`src/rtl/vernam_decipher.sv`:
```
`timescale 1ns/1ps
// Vernam one-time-pad decrypt engine: XORs host ciphertext bytes with pad bytes
// from a key FIFO and queues plaintext for the host PicoBlaze, with a set/ack interrupt.
//
// state   | meaning
// IDLE    | no ciphertext held, ready to accept a host write
// HAVE_CT | ciphertext latched, waiting for a pad byte and output space
module vernam_decipher #(
  parameter int          KEY_DEPTH   = 4,
  parameter int          OUT_DEPTH   = 4,
  parameter logic [7:0]  CT_PORT     = 8'h01,
  parameter logic [7:0]  PT_PORT     = 8'h02,
  parameter logic [7:0]  STATUS_PORT = 8'h04
) (
  input  logic       clk,
  input  logic       reset,
  input  logic [7:0] port_id,
  input  logic       write_strobe,
  input  logic       read_strobe,
  input  logic [7:0] out_port,
  output logic [7:0] in_port,
  output logic       interrupt,
  input  logic       interrupt_ack,
  input  logic       key_strobe,
  input  logic [7:0] key_data,
  output logic       key_request
);

  localparam int KPW = $clog2(KEY_DEPTH);
  localparam int KCW = KPW + 1;
  localparam int OPW = $clog2(OUT_DEPTH);
  localparam int OCW = OPW + 1;
  localparam logic [KCW-1:0] KEY_FULL_CNT = KCW'(KEY_DEPTH);
  localparam logic [OCW-1:0] OUT_FULL_CNT = OCW'(OUT_DEPTH);

  typedef enum logic {IDLE, HAVE_CT} state_e;

  state_e           state_q, state_d;
  logic [7:0]       ct_q, ct_d;
  logic [7:0]       key_mem_q [KEY_DEPTH];
  logic [7:0]       key_mem_d [KEY_DEPTH];
  logic [KPW-1:0]   key_wr_q, key_wr_d, key_rd_q, key_rd_d;
  logic [KCW-1:0]   key_cnt_q, key_cnt_d;
  logic [7:0]       out_mem_q [OUT_DEPTH];
  logic [7:0]       out_mem_d [OUT_DEPTH];
  logic [OPW-1:0]   out_wr_q, out_wr_d, out_rd_q, out_rd_d;
  logic [OCW-1:0]   out_cnt_q, out_cnt_d;
  logic             key_ovf_q, key_ovf_d;
  logic             ct_ovr_q, ct_ovr_d;
  logic             irq_q, irq_d;

  logic key_full, key_empty, out_full, out_empty, busy;
  logic ct_wr, pt_rd, st_rd, decrypt, key_push, key_drop, ct_drop;
  logic [7:0] status;

  assign key_full  = (key_cnt_q == KEY_FULL_CNT);
  assign key_empty = (key_cnt_q == '0);
  assign out_full  = (out_cnt_q == OUT_FULL_CNT);
  assign out_empty = (out_cnt_q == '0);
  assign busy      = (state_q == HAVE_CT);

  assign ct_wr   = write_strobe && (port_id == CT_PORT);
  assign pt_rd   = read_strobe && (port_id == PT_PORT) && !out_empty;
  assign st_rd   = read_strobe && (port_id == STATUS_PORT);
  // A host read on the same edge frees a slot, so a full output FIFO need not stall.
  assign decrypt  = busy && !key_empty && (!out_full || pt_rd);
  assign key_push = key_strobe && (!key_full || decrypt);
  assign key_drop = key_strobe && !key_push;
  assign ct_drop  = ct_wr && busy;

  assign status      = {2'b00, ct_ovr_q, key_ovf_q, busy, key_empty, out_full, !out_empty};
  assign interrupt   = irq_q;
  assign key_request = !key_full;

  always_comb begin
    in_port = 8'h00;
    if (port_id == PT_PORT) begin
      if (!out_empty) in_port = out_mem_q[out_rd_q];
    end else if (port_id == STATUS_PORT) begin
      in_port = status;
    end
  end

  always_comb begin
    state_d   = state_q;
    ct_d      = ct_q;
    key_mem_d = key_mem_q;
    key_wr_d  = key_wr_q;
    key_rd_d  = key_rd_q;
    key_cnt_d = key_cnt_q;
    out_mem_d = out_mem_q;
    out_wr_d  = out_wr_q;
    out_rd_d  = out_rd_q;
    out_cnt_d = out_cnt_q;
    key_ovf_d = key_ovf_q;
    ct_ovr_d  = ct_ovr_q;
    irq_d     = irq_q;

    case (state_q)
      IDLE: begin
        if (ct_wr) begin
          ct_d    = out_port;
          state_d = HAVE_CT;
        end
      end
      HAVE_CT: begin
        if (decrypt) state_d = IDLE;
      end
      default: state_d = IDLE;
    endcase

    if (key_push) begin
      key_mem_d[key_wr_q] = key_data;
      key_wr_d            = key_wr_q + 1'b1;
    end
    if (decrypt) key_rd_d = key_rd_q + 1'b1;
    case ({key_push, decrypt})
      2'b10:   key_cnt_d = key_cnt_q + 1'b1;
      2'b01:   key_cnt_d = key_cnt_q - 1'b1;
      default: key_cnt_d = key_cnt_q;
    endcase

    if (decrypt) begin
      out_mem_d[out_wr_q] = ct_q ^ key_mem_q[key_rd_q];
      out_wr_d            = out_wr_q + 1'b1;
    end
    if (pt_rd) out_rd_d = out_rd_q + 1'b1;
    case ({decrypt, pt_rd})
      2'b10:   out_cnt_d = out_cnt_q + 1'b1;
      2'b01:   out_cnt_d = out_cnt_q - 1'b1;
      default: out_cnt_d = out_cnt_q;
    endcase

    // An overflow on the clearing edge must survive the status read.
    if (st_rd) begin
      key_ovf_d = 1'b0;
      ct_ovr_d  = 1'b0;
    end
    if (key_drop) key_ovf_d = 1'b1;
    if (ct_drop)  ct_ovr_d  = 1'b1;

    if (interrupt_ack) irq_d = 1'b0;
    if (decrypt)       irq_d = 1'b1;
  end

  always_ff @(posedge clk) begin
    if (reset) begin
      state_q   <= IDLE;
      ct_q      <= 8'h00;
      key_wr_q  <= '0;
      key_rd_q  <= '0;
      key_cnt_q <= '0;
      out_wr_q  <= '0;
      out_rd_q  <= '0;
      out_cnt_q <= '0;
      key_ovf_q <= 1'b0;
      ct_ovr_q  <= 1'b0;
      irq_q     <= 1'b0;
    end else begin
      state_q   <= state_d;
      ct_q      <= ct_d;
      key_wr_q  <= key_wr_d;
      key_rd_q  <= key_rd_d;
      key_cnt_q <= key_cnt_d;
      out_wr_q  <= out_wr_d;
      out_rd_q  <= out_rd_d;
      out_cnt_q <= out_cnt_d;
      key_ovf_q <= key_ovf_d;
      ct_ovr_q  <= ct_ovr_d;
      irq_q     <= irq_d;
    end
  end

  // Storage arrays carry no reset; the counts alone define validity.
  always_ff @(posedge clk) begin
    key_mem_q <= key_mem_d;
    out_mem_q <= out_mem_d;
  end

endmodule

```
`config.mk`:
```
export PLATFORM = sky130hd
export DESIGN_NAME = vernam_decipher
export DESIGN_NICKNAME = d
export VERILOG_FILES = /design/src/rtl/vernam_decipher.sv
export SDC_FILE = /design/constraint.sdc
export NUM_CORES = 1
export LEC_CHECK = 0
export BUFFER_PORTS_ARGS = -buffer_cell sky130_fd_sc_hd__buf_2
export CAP_MARGIN = 30
export CORE_UTILIZATION = 50
export DETAILED_ROUTE_END_ITERATION = 12
export HOLD_SLACK_MARGIN = 0.03
export PLACE_DENSITY_LB_ADDON = 0.15
export SETUP_SLACK_MARGIN = 0.02
export SLEW_MARGIN = 20
export SYNTH_ARGS = -nofsm -noshare
export SYNTH_HDL_FRONTEND = slang
export SYNTH_SLANG_ARGS = --single-unit
```
`constraint.sdc`:
```
create_clock -name clk -period 2.9 [get_ports clk]
set_input_delay 0.29 -clock clk [delete_from_list [all_inputs] [get_ports clk]]
set_output_delay 0.29 -clock clk [all_outputs]
set_load 0.05 [all_outputs]
```
* Word level (Yosys, flattened, before mapping)
Cells that the tools add are included.
Word-level totals: logic and storage cells 99, flip-flop bits (word level) 90, output and inout bits 10
Cells by class: muxes and demuxes 25, magnitude comparators 6, $add $sub $neg 8, equality and inequality tests 9, bitwise operators 6, reductions and logical operators 26
Operators with widths (count):
- bitwise mux 32 bit | 2
- two-way mux 8 bit | 8
- binary-select mux 8 bit (select 2 bit) | 2
- demux 8 bit (select 2 bit) | 2
- >= comparator 3 bit, second input constant | 4
- NOT 2 -> 3 bit | 4
- case mux 3 bit (2 select lines) | 2
- logical AND 1 bit | 11
- nonzero test 2 bit | 5
- adder 2 x 1 -> 2 bit, second input constant | 4
- equality test 8 x 1 -> 1 bit, second input constant | 1
- equality test 8 x 2 -> 1 bit, second input constant | 1
- equality test 8 x 3 -> 1 bit, second input constant | 1
- XOR 8 bit | 1
- two-way mux 1 bit | 7
- adder 3 x 1 -> 3 bit, second input constant | 2
- equality test 3 bit, second input constant | 2
- zero test 3 bit | 2
- < comparator 3 x 1 -> 1 bit, second input constant | 2
- two-way mux 6 bit | 1
- subtractor 3 x 1 -> 3 bit, second input constant | 2
- zero test 1 bit | 5
- equality test 2 x 1 -> 1 bit, second input constant | 2
- equality test 2 bit, second input constant | 2
- other kinds (4) | 5

* Depth between registers and ports, before layout
word-level depth 10, depth in mapped cells 11

* Worst setup path before layout
Ideal clock, no wire load.
path type input to register, from in port_id[5], to reg out_cnt_q[2], required time 2.830 ns, library setup time 0.070 ns, path slack 0.241 ns, arrival 2.588 ns, stages on the path 9, cell sequence or4_1 nor3b_2 and2_4 ha_1 inv_1 fa_1 xor2_1 or3_1 a21oi_1
Between the ends: longest elaborated chain between the ends 7
Ends and longest elaborated chain:
- start: declaration | line 17 | input logic [7:0] port_id,
- equality test 8 x 2 -> 1 bit (*) | line 63 | assign pt_rd = read_strobe && (port_id == PT_PORT) && !out_empty;
- logical AND 1 bit (*) (2 in a row) | line 63
- named net pt_rd | line 53 | logic ct_wr, pt_rd, st_rd, decrypt, key_push, key_drop, ct_drop;
- logical OR 1 bit | line 66 | assign decrypt = busy && !key_empty && (!out_full || pt_rd);
- logical AND 1 bit | line 66
- equality test 2 x 1 -> 1 bit or equality test 2 bit (tied branches) | line 128 | case ({decrypt, pt_rd})
- case mux 3 bit (2 select lines) or nonzero test 2 bit (tied branches)
- end signal: assignment | line 167 | out_cnt_q <= out_cnt_d;
- end: declaration | line 47 | logic [OCW-1:0] out_cnt_q, out_cnt_d;
The timed path passes the listed nets; every way through them passes the cells marked *. A chain may end at the register's enable or synchronous reset.

* Worst setup path in the final report
from reg out_cnt_q[0], to reg out_cnt_q[2]
Between the ends: longest elaborated chain between the ends 7
Ends and longest elaborated chain:
- zero test 3 bit | line 59 | assign out_empty = (out_cnt_q == '0);
- zero test 1 bit
- logical AND 1 bit | line 63
- logical OR 1 bit | line 66
- logical AND 1 bit | line 66
- equality test 2 x 1 -> 1 bit or equality test 2 bit (tied branches) | line 128
- case mux 3 bit (2 select lines) or nonzero test 2 bit (tied branches)
Parallel ways exist; a longest one is shown, timed or not.

==> qor.yml <==
timing:
  period_share_pct: 89.1
  rsz0062_at_grt: "false"
  tns_ps: 0
  period_needed_ps: 2580
  final.setup.worst_slack_ps: 317
  max-slew-margin-rel_pct: 58.2
  report.final.slew_viol_count: 0
  finalHoldViolCount: 0
  fin_skew_ps: 7.66
  holdWs_ps: 156
  fmax_ghz: 0.387
  setup_viol: 0
  worstMarginPinSlew_ps: 625
placed_design:
  place_ws_ps: 287
  dp_hpwl_mm: 4.47
  place.gp.congestion: 0.737
  portBuffers: 39
critical_path:
  r2r-end: "out_cnt_q[2]"
  path_max_fanout: 7
  startpoint_type: "flip-flop"
  r2r-start: "out_cnt_q[0]"
  r2r_slack_ps: 320
  criticalPathCategory: "flip-flop to flip-flop"
  arrival_ps: 2860
  ff2ff_path_depth: 10
  crit_path_end_kind: "flip-flop"
  crit_required_ps: 3180
floorplan:
  dieArea_sq_um: 8070
  rows: 31
  die_h_um: 89.9
  initial_core_util_pct: 52.4
  die_w_um: 89.9
  core-area_sq_um: 7370
  io_pins: 40
clocking:
  htreeDepth: 3
  clk_pin_slew_ps: 80
  cts_tree: "yes"
  cts_resized: 0
  post-cts-setup-buffers: 0
  clock_sink_count: 90
  clock_path_buffers: 2
  cts_buffers: 9
  clk_latency_ps: 340
  cts-root-buf: "clkbuf_8"
  ctsHoldBuffers: 0
pwr:
  p_comb_share_pct: 4.4
  intPower_mw: 1.98
  power_mw: 2.48
  p_clk_share_pct: 38.5
  seqPwrFrac_pct: 57.1
  sw_frac_of_total_pct: 20.0
  p_leak_nw: 1.51
  p_sw_uw: 494
  power_density_nw_per_um2: 567
  ir_worst_vdd_mv: 0.304
run_status:
  outcome: "complete, no violations"
hold_path:
  hold_depth: 1
  hold_start: "key_data[3]"
  min_to: "key_mem_q[3]"
  min_path_type: "input pin to flip-flop"
global_route:
  grt_max_degree: 32
  grt_pass1_wl_mm: 10.4
  antenna_found_initial: 0
  globalRouteOverflowTotal: 0
  grt_pass1_vias: 2141
  gr-usage-all-layers_pct: 17.0
drt:
  drt_iter0_markers: 83
  post-route-drc-count: 0
  antenna_left: 0
  vias: 2175
  dr.pass1.iters: 4
  routedWlPerCell_um: 15.2
  wl_mm: 6.27
  drt-vias-per-instance: 5.27
synth:
  synth_top_area_share_pct: 49.8
  ys_ff_latch: 90
  ys_top_cells_by_area: "edfxtp_1 50%, dfxtp_1 13%, mux4_2 9.3%"
  synth_area_leader_cell: "edfxtp_1"
  ys.flop_type: "edfxtp_1"
  syn_avg_cell_area_sq_um: 14.5
  synthCells: 266
  synth_edf_count: 64
  netlist_area_sq_um: 3860
  synth.net_count: 307
  async_flop_share_pct: 0
  synth_cell_types: 46
  yosysWarningCount: 0
  synth.yosys.seq_area_share_pct: 63.3
run:
  cap_violations: 0
cells_and_area:
  drive_gt1_share_pct: 27.7
  diodes: 0
  synthToLayoutAreaGrowth_pct: 13.1
  nets: 350
==> critical path, stage by stage (launching register included) <==
cell and delay, ps:
dfxtp_1 350, or3b_1 430, a31oi_2 290, nor2_1 110
inv_2 130, ha_1 190, inv_1 60, fa_1 370
xor2_1 150, or3_1 300, a21oi_1 140
==> worst max path at each step <==
stage	startpoint	to	slack, ps	depth (start not counted)
2_1_floorplan	port_id[5]	out_cnt_q[2]	240	9
3_3_place_gp	port_id[5]	out_cnt_q[2]	320	10
3_5_place_dp	port_id[5]	out_cnt_q[2]	290	10
4_1_cts	out_cnt_q[0]	out_cnt_q[2]	300	10
5_1_grt	out_cnt_q[0]	out_cnt_q[2]	140	10
6_report	out_cnt_q[0]	out_cnt_q[2]	320	10
==> power by group through the flow <==
stage | logic, mW | registers [mW] | clock network (mW)
after floorplan | 0.0651 | 1.44 | 0
after global placement | 0.109 | 1.44 | 0
after detailed placement | 0.111 | 1.44 | 0
after CTS | 0.112 | 1.41 | 0.969
after global routing | 0.124 | 1.42 | 1.03
final | 0.109 | 1.41 | 0.953
==> synth_stat cells (2+ instances only) <==
cell type / n
dfxtp_1: 26
nand3_1: 2
nand2_1: 27
edfxtp_1: 64
inv_1: 10
o21ai_0: 4
nor2b_1: 2
buf_6: 3
xnor2_1: 4
and2_2: 2
clkbuf_1: 3
mux4_2: 16
xor2_1: 11
nor3_1: 3
ha_1: 9
nand4_1: 4
and2_1: 8
mux2_2: 2
or3_1: 2
a22o_1: 2
nor3b_1: 2
a21oi_1: 16
fa_1: 2
nor2_1: 18
mux2_4: 2
buf_2: 2
==> sequential cells by signal (all words and copies together), names as in the netlist, 2 cells and up <==
register   cells
key_mem_q     32
out_mem_q     32
ct_q           8
key_cnt_q      3
out_cnt_q      3
key_rd_q       2
key_wr_q       2
out_rd_q       2
out_wr_q       2
==> stage by stage <==
step	instances	utilization (%)	instance area, sq um
after floorplan	266	-	3860
after global placement	397	56.1	4130
after detailed placement	397	56.1	4130
after CTS	413	59.2	4360
after global routing	413	59.2	4360
final	413	59.2	4360
==> cell families after synthesis <==
family / Yosys count / share of synthesized area [%]
flops: 90 / 63.3
simple gates: 81 / 11.4
compound gates: 29 / 4.67
buf+inv: 20 / 2.59
mux: 20 / 10.7
xor+xnor: 15 / 3.40
fa+ha+maj: 11 / 3.96
==> layout make-up <==
| type | instances | area, sq um |
|---|---|---|
| clock buffer | 12 | 155 |
| clock inverter | 4 | 73.8 |
| fill | 598 | 3010 |
| inverter | 11 | 41.3 |
| multi-input combinational | 156 | 1320 |
| sequential | 90 | 2440 |
| tap | 99 | 124 |
| timing repair buffer | 41 | 210 |
==> layout by cell type, fill, tap and decap left out, drive strengths merged <==
cell type and instances:
nor4b 1, a31oi 1, nor3b 3, xnor2 4, and4b 1, nand4 4, and2 11, inv 11
ha 9, bufinv 2, o311ai 1, o31ai 1, or4 1, o21ai 4, mux2 4, nand3b 1
dfxtp 26, nor2 18, a22o 3, mux4 16, nor2b 2, clkinv 2, xor2 11, or3 3
a21oi 16, o21a 1, o2111ai 1, or3b 1, nor3 3, clkbuf 12, nand3 2, nand2 27
o211ai 1, nand2b 1, fa 2, edfxtp 64, buf 41, or2 1, nor4 1
==> routing by layer <==
layer | global-route usage [%] | part of all wire, % | vias to the layer above
met5 | 0 | 0 | -
li1 | - | - | 1061
met2 | 27.8 | 49 | 35
met4 | 7.26 | 1.6 | 0
met1 | 22.1 | 46 | 1070
met3 | 3.98 | 3.2 | 9
No activity file was read; power rests on OpenSTA's default activity.
